## src/rtl/fpu_pkg.sv

```systemverilog
// Shared opcodes, encodings, FSM states and helpers for the FPU issue controller.
package fpu_pkg;

  localparam int unsigned XLEN   = 64;
  localparam int unsigned F7_W   = 7;
  localparam int unsigned F3_W   = 3;
  localparam int unsigned RS_W   = 5;
  localparam int unsigned FLAG_W = 5;

  localparam logic [F7_W-1:0] F7_FADD_S   = 7'b0000000;
  localparam logic [F7_W-1:0] F7_FADD_D   = 7'b0000001;
  localparam logic [F7_W-1:0] F7_FSUB_S   = 7'b0000100;
  localparam logic [F7_W-1:0] F7_FSUB_D   = 7'b0000101;
  localparam logic [F7_W-1:0] F7_FMUL_S   = 7'b0001000;
  localparam logic [F7_W-1:0] F7_FMUL_D   = 7'b0001001;
  localparam logic [F7_W-1:0] F7_FDIV_S   = 7'b0001100;
  localparam logic [F7_W-1:0] F7_FDIV_D   = 7'b0001101;
  localparam logic [F7_W-1:0] F7_FCMP_S   = 7'b1010000;
  localparam logic [F7_W-1:0] F7_FCMP_D   = 7'b1010001;
  localparam logic [F7_W-1:0] F7_FCVT_S_D = 7'b0100000;
  localparam logic [F7_W-1:0] F7_FCVT_D_S = 7'b0100001;
  localparam logic [F7_W-1:0] F7_FCVT_W_S = 7'b1100000;
  localparam logic [F7_W-1:0] F7_FCVT_W_D = 7'b1100001;
  localparam logic [F7_W-1:0] F7_FCVT_S_W = 7'b1101000;
  localparam logic [F7_W-1:0] F7_FCVT_D_W = 7'b1101001;

  localparam logic [F3_W-1:0] RM_DYN = 3'b111;

  localparam int unsigned FFLAG_NV = 4;
  localparam int unsigned FFLAG_DZ = 3;
  localparam int unsigned FFLAG_OF = 2;
  localparam int unsigned FFLAG_UF = 1;
  localparam int unsigned FFLAG_NX = 0;

  localparam logic [31:0]     QNAN_S = 32'h7FC0_0000;
  localparam logic [XLEN-1:0] QNAN_D = 64'h7FF8_0000_0000_0000;

  typedef enum logic [1:0] {FMT_FP32, FMT_FP64, FMT_INT32, FMT_UINT32} fmt_e;
  typedef enum logic [1:0] {RES_RAW, RES_BOX, RES_SEXT} res_sel_e;
  typedef enum logic [1:0] {ST_IDLE, ST_EXEC, ST_RESP} state_e;

  typedef struct packed {
    logic [F7_W-1:0] func7;
    logic [F3_W-1:0] func3;
    logic [RS_W-1:0] rs2;
    logic [XLEN-1:0] op_a;
    logic [XLEN-1:0] op_b;
  } fpu_req_t;

  function automatic logic [XLEN-1:0] nan_unbox(input logic [XLEN-1:0] x);
    return (x[63:32] == 32'hFFFF_FFFF) ? x : {32'h0000_0000, QNAN_S};
  endfunction

  function automatic logic [XLEN-1:0] fmt_result(input res_sel_e sel, input logic [XLEN-1:0] r);
    case (sel)
      RES_BOX:  return {32'hFFFF_FFFF, r[31:0]};
      RES_SEXT: return {{32{r[31]}}, r[31:0]};
      default:  return r;
    endcase
  endfunction

endpackage

```

## src/rtl/fpu_issue_decode.sv

```systemverilog
// Combinational decode: legality, rounding-mode resolution, NaN-unboxing and writeback format.
module fpu_issue_decode
  import fpu_pkg::*;
(
  input  logic [F7_W-1:0] func7_i,
  input  logic [F3_W-1:0] func3_i,
  input  logic [RS_W-1:0] rs2_i,
  input  logic [XLEN-1:0] op_a_i,
  input  logic [XLEN-1:0] op_b_i,
  input  logic [F3_W-1:0] frm_i,
  output logic            legal_c_o,
  output fpu_req_t        req_c_o,
  output logic            is_int_c_o,
  output res_sel_e        res_sel_c_o
);

  logic is_arith, is_cmp, is_cvt, is_cvt_w, rm_ok;
  fmt_e src_fmt;

  always_comb begin
    is_arith = func7_i inside {F7_FADD_S, F7_FADD_D, F7_FSUB_S, F7_FSUB_D,
                               F7_FMUL_S, F7_FMUL_D, F7_FDIV_S, F7_FDIV_D};
    is_cmp   = func7_i inside {F7_FCMP_S, F7_FCMP_D};
    is_cvt   = func7_i inside {F7_FCVT_S_D, F7_FCVT_D_S, F7_FCVT_W_S,
                               F7_FCVT_W_D, F7_FCVT_S_W, F7_FCVT_D_W};
    is_cvt_w = func7_i inside {F7_FCVT_W_S, F7_FCVT_W_D};

    req_c_o.func7 = func7_i;
    req_c_o.func3 = func3_i;
    req_c_o.rs2   = rs2_i;
    rm_ok         = 1'b1;
    // Compares carry a predicate in func3, everything else a rounding mode
    if (is_cmp) begin
      rm_ok = func3_i inside {3'b000, 3'b001, 3'b010};
    end else if (func3_i == RM_DYN) begin
      req_c_o.func3 = frm_i;
      rm_ok         = !(frm_i inside {3'b101, 3'b110, 3'b111});
    end else begin
      rm_ok = !(func3_i inside {3'b101, 3'b110});
    end
    legal_c_o = (is_arith || is_cmp || is_cvt) && rm_ok;

    if (func7_i inside {F7_FCVT_S_W, F7_FCVT_D_W})
      src_fmt = rs2_i[0] ? FMT_UINT32 : FMT_INT32;
    else if (!func7_i[0] && (func7_i != F7_FCVT_S_D))
      src_fmt = FMT_FP32;
    else
      src_fmt = FMT_FP64;

    // Converts only read operand A, so B is left untouched for them
    req_c_o.op_a = (src_fmt == FMT_FP32) ? nan_unbox(op_a_i) : op_a_i;
    req_c_o.op_b = ((src_fmt == FMT_FP32) && !is_cvt) ? nan_unbox(op_b_i) : op_b_i;

    is_int_c_o = is_cmp || is_cvt_w;
    if (is_cmp)        res_sel_c_o = RES_RAW;
    else if (is_cvt_w) res_sel_c_o = RES_SEXT;
    else if (func7_i[0]) res_sel_c_o = RES_RAW;
    else               res_sel_c_o = RES_BOX;
  end

endmodule

```

## src/rtl/fpu_issue_ctrl.sv

```systemverilog
// Issues one F/D instruction at a time to a fixed-latency FPU and returns a formatted writeback.
module fpu_issue_ctrl
  import fpu_pkg::*;
#(
  parameter int unsigned LATENCY = 1
) (
  input  logic              clk,
  input  logic              rst,
  input  logic              req_valid,
  output logic              req_ready,
  input  logic [F7_W-1:0]   req_func7,
  input  logic [F3_W-1:0]   req_func3,
  input  logic [RS_W-1:0]   req_rs2,
  input  logic [4:0]        req_rd,
  input  logic [XLEN-1:0]   req_op_a,
  input  logic [XLEN-1:0]   req_op_b,
  input  logic              flush,
  input  logic [F3_W-1:0]   frm,
  output logic [F7_W-1:0]   fpu_func7,
  output logic [F3_W-1:0]   fpu_func3,
  output logic [RS_W-1:0]   fpu_rs2,
  output logic [XLEN-1:0]   fpu_operand_a,
  output logic [XLEN-1:0]   fpu_operand_b,
  input  logic [XLEN-1:0]   fpu_result,
  input  logic [FLAG_W-1:0] fpu_flags,
  output logic              wb_valid,
  input  logic              wb_ready,
  output logic [4:0]        wb_rd,
  output logic [XLEN-1:0]   wb_data,
  output logic              wb_is_int,
  output logic              wb_illegal,
  output logic [FLAG_W-1:0] fflags,
  input  logic              fflags_wr,
  input  logic [FLAG_W-1:0] fflags_wdata,
  input  logic              fflags_clr
);

  localparam int unsigned      CNT_W    = (LATENCY > 1) ? $clog2(LATENCY) : 1;
  localparam logic [CNT_W-1:0] CNT_LAST = CNT_W'(LATENCY - 1);

  state_e            state_q, state_d;
  logic [CNT_W-1:0]  cnt_q, cnt_d;
  fpu_req_t          fpu_q, fpu_d;
  res_sel_e          res_sel_q, res_sel_d;
  logic              req_ready_q, req_ready_d;
  logic              wb_valid_q, wb_valid_d;
  logic              wb_illegal_q, wb_illegal_d;
  logic              wb_is_int_q, wb_is_int_d;
  logic [4:0]        wb_rd_q, wb_rd_d;
  logic [XLEN-1:0]   wb_data_q, wb_data_d;
  logic [FLAG_W-1:0] flags_q, flags_d;
  logic [FLAG_W-1:0] fflags_q, fflags_d;
  logic              acc_c;

  logic              dec_legal_c;
  fpu_req_t          dec_req_c;
  logic              dec_is_int_c;
  res_sel_e          dec_res_sel_c;

  fpu_issue_decode u_decode (
    .func7_i     (req_func7),
    .func3_i     (req_func3),
    .rs2_i       (req_rs2),
    .op_a_i      (req_op_a),
    .op_b_i      (req_op_b),
    .frm_i       (frm),
    .legal_c_o   (dec_legal_c),
    .req_c_o     (dec_req_c),
    .is_int_c_o  (dec_is_int_c),
    .res_sel_c_o (dec_res_sel_c)
  );

  always_comb begin
    state_d      = state_q;
    cnt_d        = cnt_q;
    fpu_d        = fpu_q;
    res_sel_d    = res_sel_q;
    wb_valid_d   = wb_valid_q;
    wb_illegal_d = wb_illegal_q;
    wb_is_int_d  = wb_is_int_q;
    wb_rd_d      = wb_rd_q;
    wb_data_d    = wb_data_q;
    flags_d      = flags_q;
    acc_c        = 1'b0;

    case (state_q)
      ST_IDLE: begin
        if (req_valid && !flush) begin
          wb_rd_d = req_rd;
          if (dec_legal_c) begin
            fpu_d        = dec_req_c;
            res_sel_d    = dec_res_sel_c;
            wb_is_int_d  = dec_is_int_c;
            wb_illegal_d = 1'b0;
            cnt_d        = '0;
            state_d      = ST_EXEC;
          end else begin
            wb_illegal_d = 1'b1;
            wb_is_int_d  = 1'b0;
            wb_data_d    = '0;
            flags_d      = '0;
            wb_valid_d   = 1'b1;
            state_d      = ST_RESP;
          end
        end
      end
      ST_EXEC: begin
        if (flush) begin
          state_d = ST_IDLE;
        end else if (cnt_q == CNT_LAST) begin
          wb_data_d  = fmt_result(res_sel_q, fpu_result);
          flags_d    = fpu_flags;
          wb_valid_d = 1'b1;
          state_d    = ST_RESP;
        end else begin
          cnt_d = cnt_q + CNT_W'(1);
        end
      end
      ST_RESP: begin
        if (flush) begin
          wb_valid_d = 1'b0;
          state_d    = ST_IDLE;
        end else if (wb_ready) begin
          wb_valid_d = 1'b0;
          acc_c      = !wb_illegal_q;
          state_d    = ST_IDLE;
        end
      end
      default: state_d = ST_IDLE;
    endcase

    // Clear beats write; a retiring op's flags are ORed on top of either
    if (fflags_clr)     fflags_d = '0;
    else if (fflags_wr) fflags_d = fflags_wdata;
    else                fflags_d = fflags_q;
    if (acc_c) fflags_d = fflags_d | flags_q;

    req_ready_d = (state_d == ST_IDLE);
  end

  always_ff @(posedge clk) begin
    if (rst) begin
      state_q      <= ST_IDLE;
      cnt_q        <= '0;
      fpu_q        <= '0;
      res_sel_q    <= RES_RAW;
      req_ready_q  <= 1'b1;
      wb_valid_q   <= 1'b0;
      wb_illegal_q <= 1'b0;
      wb_is_int_q  <= 1'b0;
      wb_rd_q      <= '0;
      wb_data_q    <= '0;
      flags_q      <= '0;
      fflags_q     <= '0;
    end else begin
      state_q      <= state_d;
      cnt_q        <= cnt_d;
      fpu_q        <= fpu_d;
      res_sel_q    <= res_sel_d;
      req_ready_q  <= req_ready_d;
      wb_valid_q   <= wb_valid_d;
      wb_illegal_q <= wb_illegal_d;
      wb_is_int_q  <= wb_is_int_d;
      wb_rd_q      <= wb_rd_d;
      wb_data_q    <= wb_data_d;
      flags_q      <= flags_d;
      fflags_q     <= fflags_d;
    end
  end

  assign req_ready     = req_ready_q;
  assign fpu_func7     = fpu_q.func7;
  assign fpu_func3     = fpu_q.func3;
  assign fpu_rs2       = fpu_q.rs2;
  assign fpu_operand_a = fpu_q.op_a;
  assign fpu_operand_b = fpu_q.op_b;
  assign wb_valid      = wb_valid_q;
  assign wb_illegal    = wb_illegal_q;
  assign wb_is_int     = wb_is_int_q;
  assign wb_rd         = wb_rd_q;
  assign wb_data       = wb_data_q;
  assign fflags        = fflags_q;

endmodule

```

## config.mk

```make
export PLATFORM = sky130hd
export DESIGN_NAME = fpu_issue_ctrl
export DESIGN_NICKNAME = d
export VERILOG_FILES = /design/src/rtl/fpu_pkg.sv /design/src/rtl/fpu_issue_decode.sv /design/src/rtl/fpu_issue_ctrl.sv
export SDC_FILE = /design/constraint.sdc
export NUM_CORES = 1
export LEC_CHECK = 0
export BUFFER_PORTS_ARGS = -buffer_cell sky130_fd_sc_hd__buf_2
export CAP_MARGIN = 20
export CORE_AREA = 2 2 178 180
export DETAILED_ROUTE_END_ITERATION = 16
export DIE_AREA = 0 0 180 182
export GPL_ROUTABILITY_DRIVEN = 0
export PLACE_DENSITY_LB_ADDON = 0.2
export SYNTH_ARGS = -nofsm -noshare
export SYNTH_HDL_FRONTEND = slang
export SYNTH_SLANG_ARGS = --single-unit
```

## constraint.sdc

```tcl
create_clock -name clk -period 2.05 [get_ports clk]
set_input_delay 0.205 -clock clk [delete_from_list [all_inputs] [get_ports clk]]
set_output_delay 0.205 -clock clk [all_outputs]
set_load 0.01 [all_outputs]
```

==> summary.md <==
| Metric | Value |
|---|---|
| Commonest cells post-synth | `dfxtp_1 (230), a21oi_1 (173), o21ai_0 (125), nand2b_1 (93), clkbuf_1 (81)` |
| Crit-path max FO | `9` |
| Type of origin of the critical path | `flop` |
| Hold Path Depth | `3` |
| Total congestion overflow | `0` |
| Initial antenna violation count | `2` |
| CTS clk-pin slew, worst paths | `around 0.060 ns` |
| Worst slew pin tran | `0.861 ns` |
| Largest net degree at the start of global routing | `84` |
| Mapped Area | `9550 µm²` |
| RR Endpoint | `fpu_operand_a[23]` |
| Vias per inst | `5.08` |
| RR Startpoint | `state_q[0]` |
| Pwr dens | `660 nW/µm²` |
| CORE AREA | `roughly 31,000 µm²` |
| Syn Nets | `around 1.3k` |
| Post-synth top area share | `48.2%` |
| Number of synthesized flops with an enable pin | `0` |
| Multi-input logic area | `between 4000 and 5000 µm²` |
| Req. time, crit path | `between 2 and 3 ns` |
| Final worst path period share | `94.3%` |
| RSZ-0062 raised after global routing | `false` |
| Post-layout net count | `between 1.5k and 2k` |
| FF+latch count, synth | `230` |
| Leakage | `approximately 6.7 nW` |
| Clk Latency, worst-skew pair | `0.53 ns` |
| Die width | `around 180 µm` |
| Hold slack | `~0.033 ns` |
| Wirelength per Cell | `about 18 µm` |
| Min-Delay Path Class | `in -> reg` |
| CTS Root Cell | `clkbuf_16` |
| Final worst setup slack | `~0.12 ns` |
| Starting Density | `30.8%` |
| Chip Height | `182 µm` |
| Filler cell count | `roughly 2.9k` |
| Fin crit period | `between 1.5 and 2 ns` |
| Count of cell types in the netlist | `between 40 and 50` |
| Gr usage total | `between 20% and 30%` |
| Asr flop ratio synth | `0%` |
| Sequential share of the synthesized area | `48.2%` |
| Final Max Slew Viols | `0` |
| Worst Path Arrival | `~2.4 ns` |
| CTS tree | `done` |
| Most common cell in the netlist | `dfxtp_1` |
| Std-Cell Rows | `65` |
| Hold Crit Endpoint | `fpu_func7[0]` |
| Setup TNS | `0 ns` |
| Worst reg2reg path depth | `6` |
| H-tree lvl count | `1` |
| First-pass GRT wire length | `just under 60,000 µm` |
| Syn avg cell area | `8.79 µm²` |
| Setup crit end kind | `flop` |
| Yosys warns | `0` |
| Fmax | `just over 500 MHz` |
| Synth-to-layout area growth | `64.0%` |
| Vias in the first global route | `about 11k` |
| Port Buffers | `between 400 and 500` |
| Max Clock Skew | `around 0.013 ns` |
| Final hold vios | `0` |
| Final setup violation count | `0` |
| Sequential cell area | `approximately 4600 µm²` |
| DPL Wire Length | `around 25,000 µm` |
| Io pins | `453` |
| Vias | `around 11k` |
| Reg-to-reg slack, setup | `between 0.1 and 0.15 ns` |
| Post-CTS setup buffers | `0` |
| Largest area contributor in the netlist | `dfxtp_1` |
| Cell count after synthesis | `~1.1k` |
| CTS sink cnt | `230` |
| Status | `complete, no violations` |
| Total CTS buffers | `26` |
| Placed Area | `12,700 µm²` |
| Number of remaining DRC errors | `0` |
| Max_cap viols | `0` |
| Final wirelength | `~38,000 µm` |
| DIE AREA | `around 33,000 µm²` |
| First drt pass iteration count | `5` |
| Drt initial violations | `a little under 800` |
| Post-Place Setup Slack | `-0.207 ns` |
| Clk buf depth | `3` |
| Primary FF master, synth | `dfxtp_1` |
| Post-route ant nets | `0` |
| Area contributors post-synth | `dfxtp_1 (48%), a21oi_1 (9.1%), o21ai_0 (6.6%)` |
| Final Cell Area | `between 15,000 and 20,000 µm²` |
| Min-delay src | `req_func7[0]` |
| Crit Path Class | `reg -> reg` |
| Layout cells sized above 1 | `a little over a third` |
| Relative slew slack | `between 40 and 50%` |
| Final Power | `between 10 and 15 mW` |
| Maximum VDD drop | `a little under 0.0006 V` |
logic make-up (layout without fill, tap and decap cells):
kind of cell	after synthesis	in the layout	synth area share, %
buffers and inverters	118	779	5.05
flip-flops	230	230	48.2
AND/OR/NAND/NOR	291	291	17.6
AO/OA/AOI/OAI	439	439	28.2
other	0	2	0
multiplexers	5	5	0.524
XOR/XNOR	1	1	0.0917
adder cells (fa/ha/maj)	2	2	0.262
cell type report:
type / instances / area share (%)
Timing Repair Buffer: 730 / 33.0
Sequential cell: 230 / 29.4
Multi-Input combinational cell: 738 / 29.1
Clock buffer: 39 / 4.80
Tap cell: 402 / 3.21
Clock inverter: 6 / 0.352
Inverter: 4 / 0.0959
Antenna cell: 2 / 0.0320
power breakdown:
part,total [mW],switching (mW),internal (mW)
sequential,4.54,0.0255,4.52
clock,4.48,1.85,2.63
combinational,1.32,0.635,0.685
total,10.3,2.51,7.83
critical path, cell delays in order, from the launching register on:
cell and delay (ns):
dfxtp_1 0.34, nor2_1 0.13, nand3b_1 0.23, a211o_2 0.42, or3_1 0.36, buf_4 0.22
o2bb2ai_2 0.16
per-layer routing:
layer / vias to the layer above / GRT usage, % / share of wire, %
met2: 418 / 37.5 / 49
li1: 5282 / - / -
met5: - / 0 / 0
met3: 95 / 3.45 / 5.6
met4: 0 / 7.77 / 3.6
met1: 5130 / 27.2 / 42
through the flow:
stage	instances	util (%)
after detailed placement	1895	41.1
after CTS	2149	50.5
final	2151	50.5
after floorplan	1086	-
after global routing	2151	50.5
after global placement	1895	41.1
cells in the final DEF (no fill, tap or decap), types with 37 or more instances in the layout:
master	netlist	layout
a21oi_1	173	171
a22oi_1	37	37
a31o_2	50	50
buf_2	22	451
buf_4	1	45
dfxtp_1	230	230
dlygate4sd3_1	0	209
nand2b_1	93	93
nand3_1	48	48
nand4_1	72	72
o21ai_0	125	125
sequential cells by signal, summed over array words and instances, names as in the netlist:
name,cells
fflags,5
flags_q,5
fpu_func3,3
fpu_func7,7
fpu_operand_a,64
fpu_operand_b,64
fpu_rs2,5
req_ready,1
res_sel_q,2
state_q,2
wb_data,64
wb_illegal,1
wb_is_int,1
wb_rd,5
wb_valid,1
what timing repair did:
item / in CTS / in global routing
hold buffers: 209 / 0
endpoints found under the hold margin: 208 / 0
endpoints found under the setup margin: 0 / 6
gates resized for setup: 0 / 1
worst max-delay path by stage:
stage                     slack, ns         start           endpoint  depth (start not counted)
final                          0.12    state_q[0]  fpu_operand_a[23]                          6
after global placement        -0.20  req_func7[4]   fpu_operand_b[2]                          9
after global routing         0.0007    state_q[0]  fpu_operand_b[25]                          6
after detailed placement      -0.21  req_func7[4]  fpu_operand_b[52]                          9
after floorplan               -0.01  req_func7[3]  fpu_operand_a[22]                          7
after CTS                      0.09  req_op_b[34]  fpu_operand_b[48]                          9
Note: power is estimated with default switching activity, not from simulation.
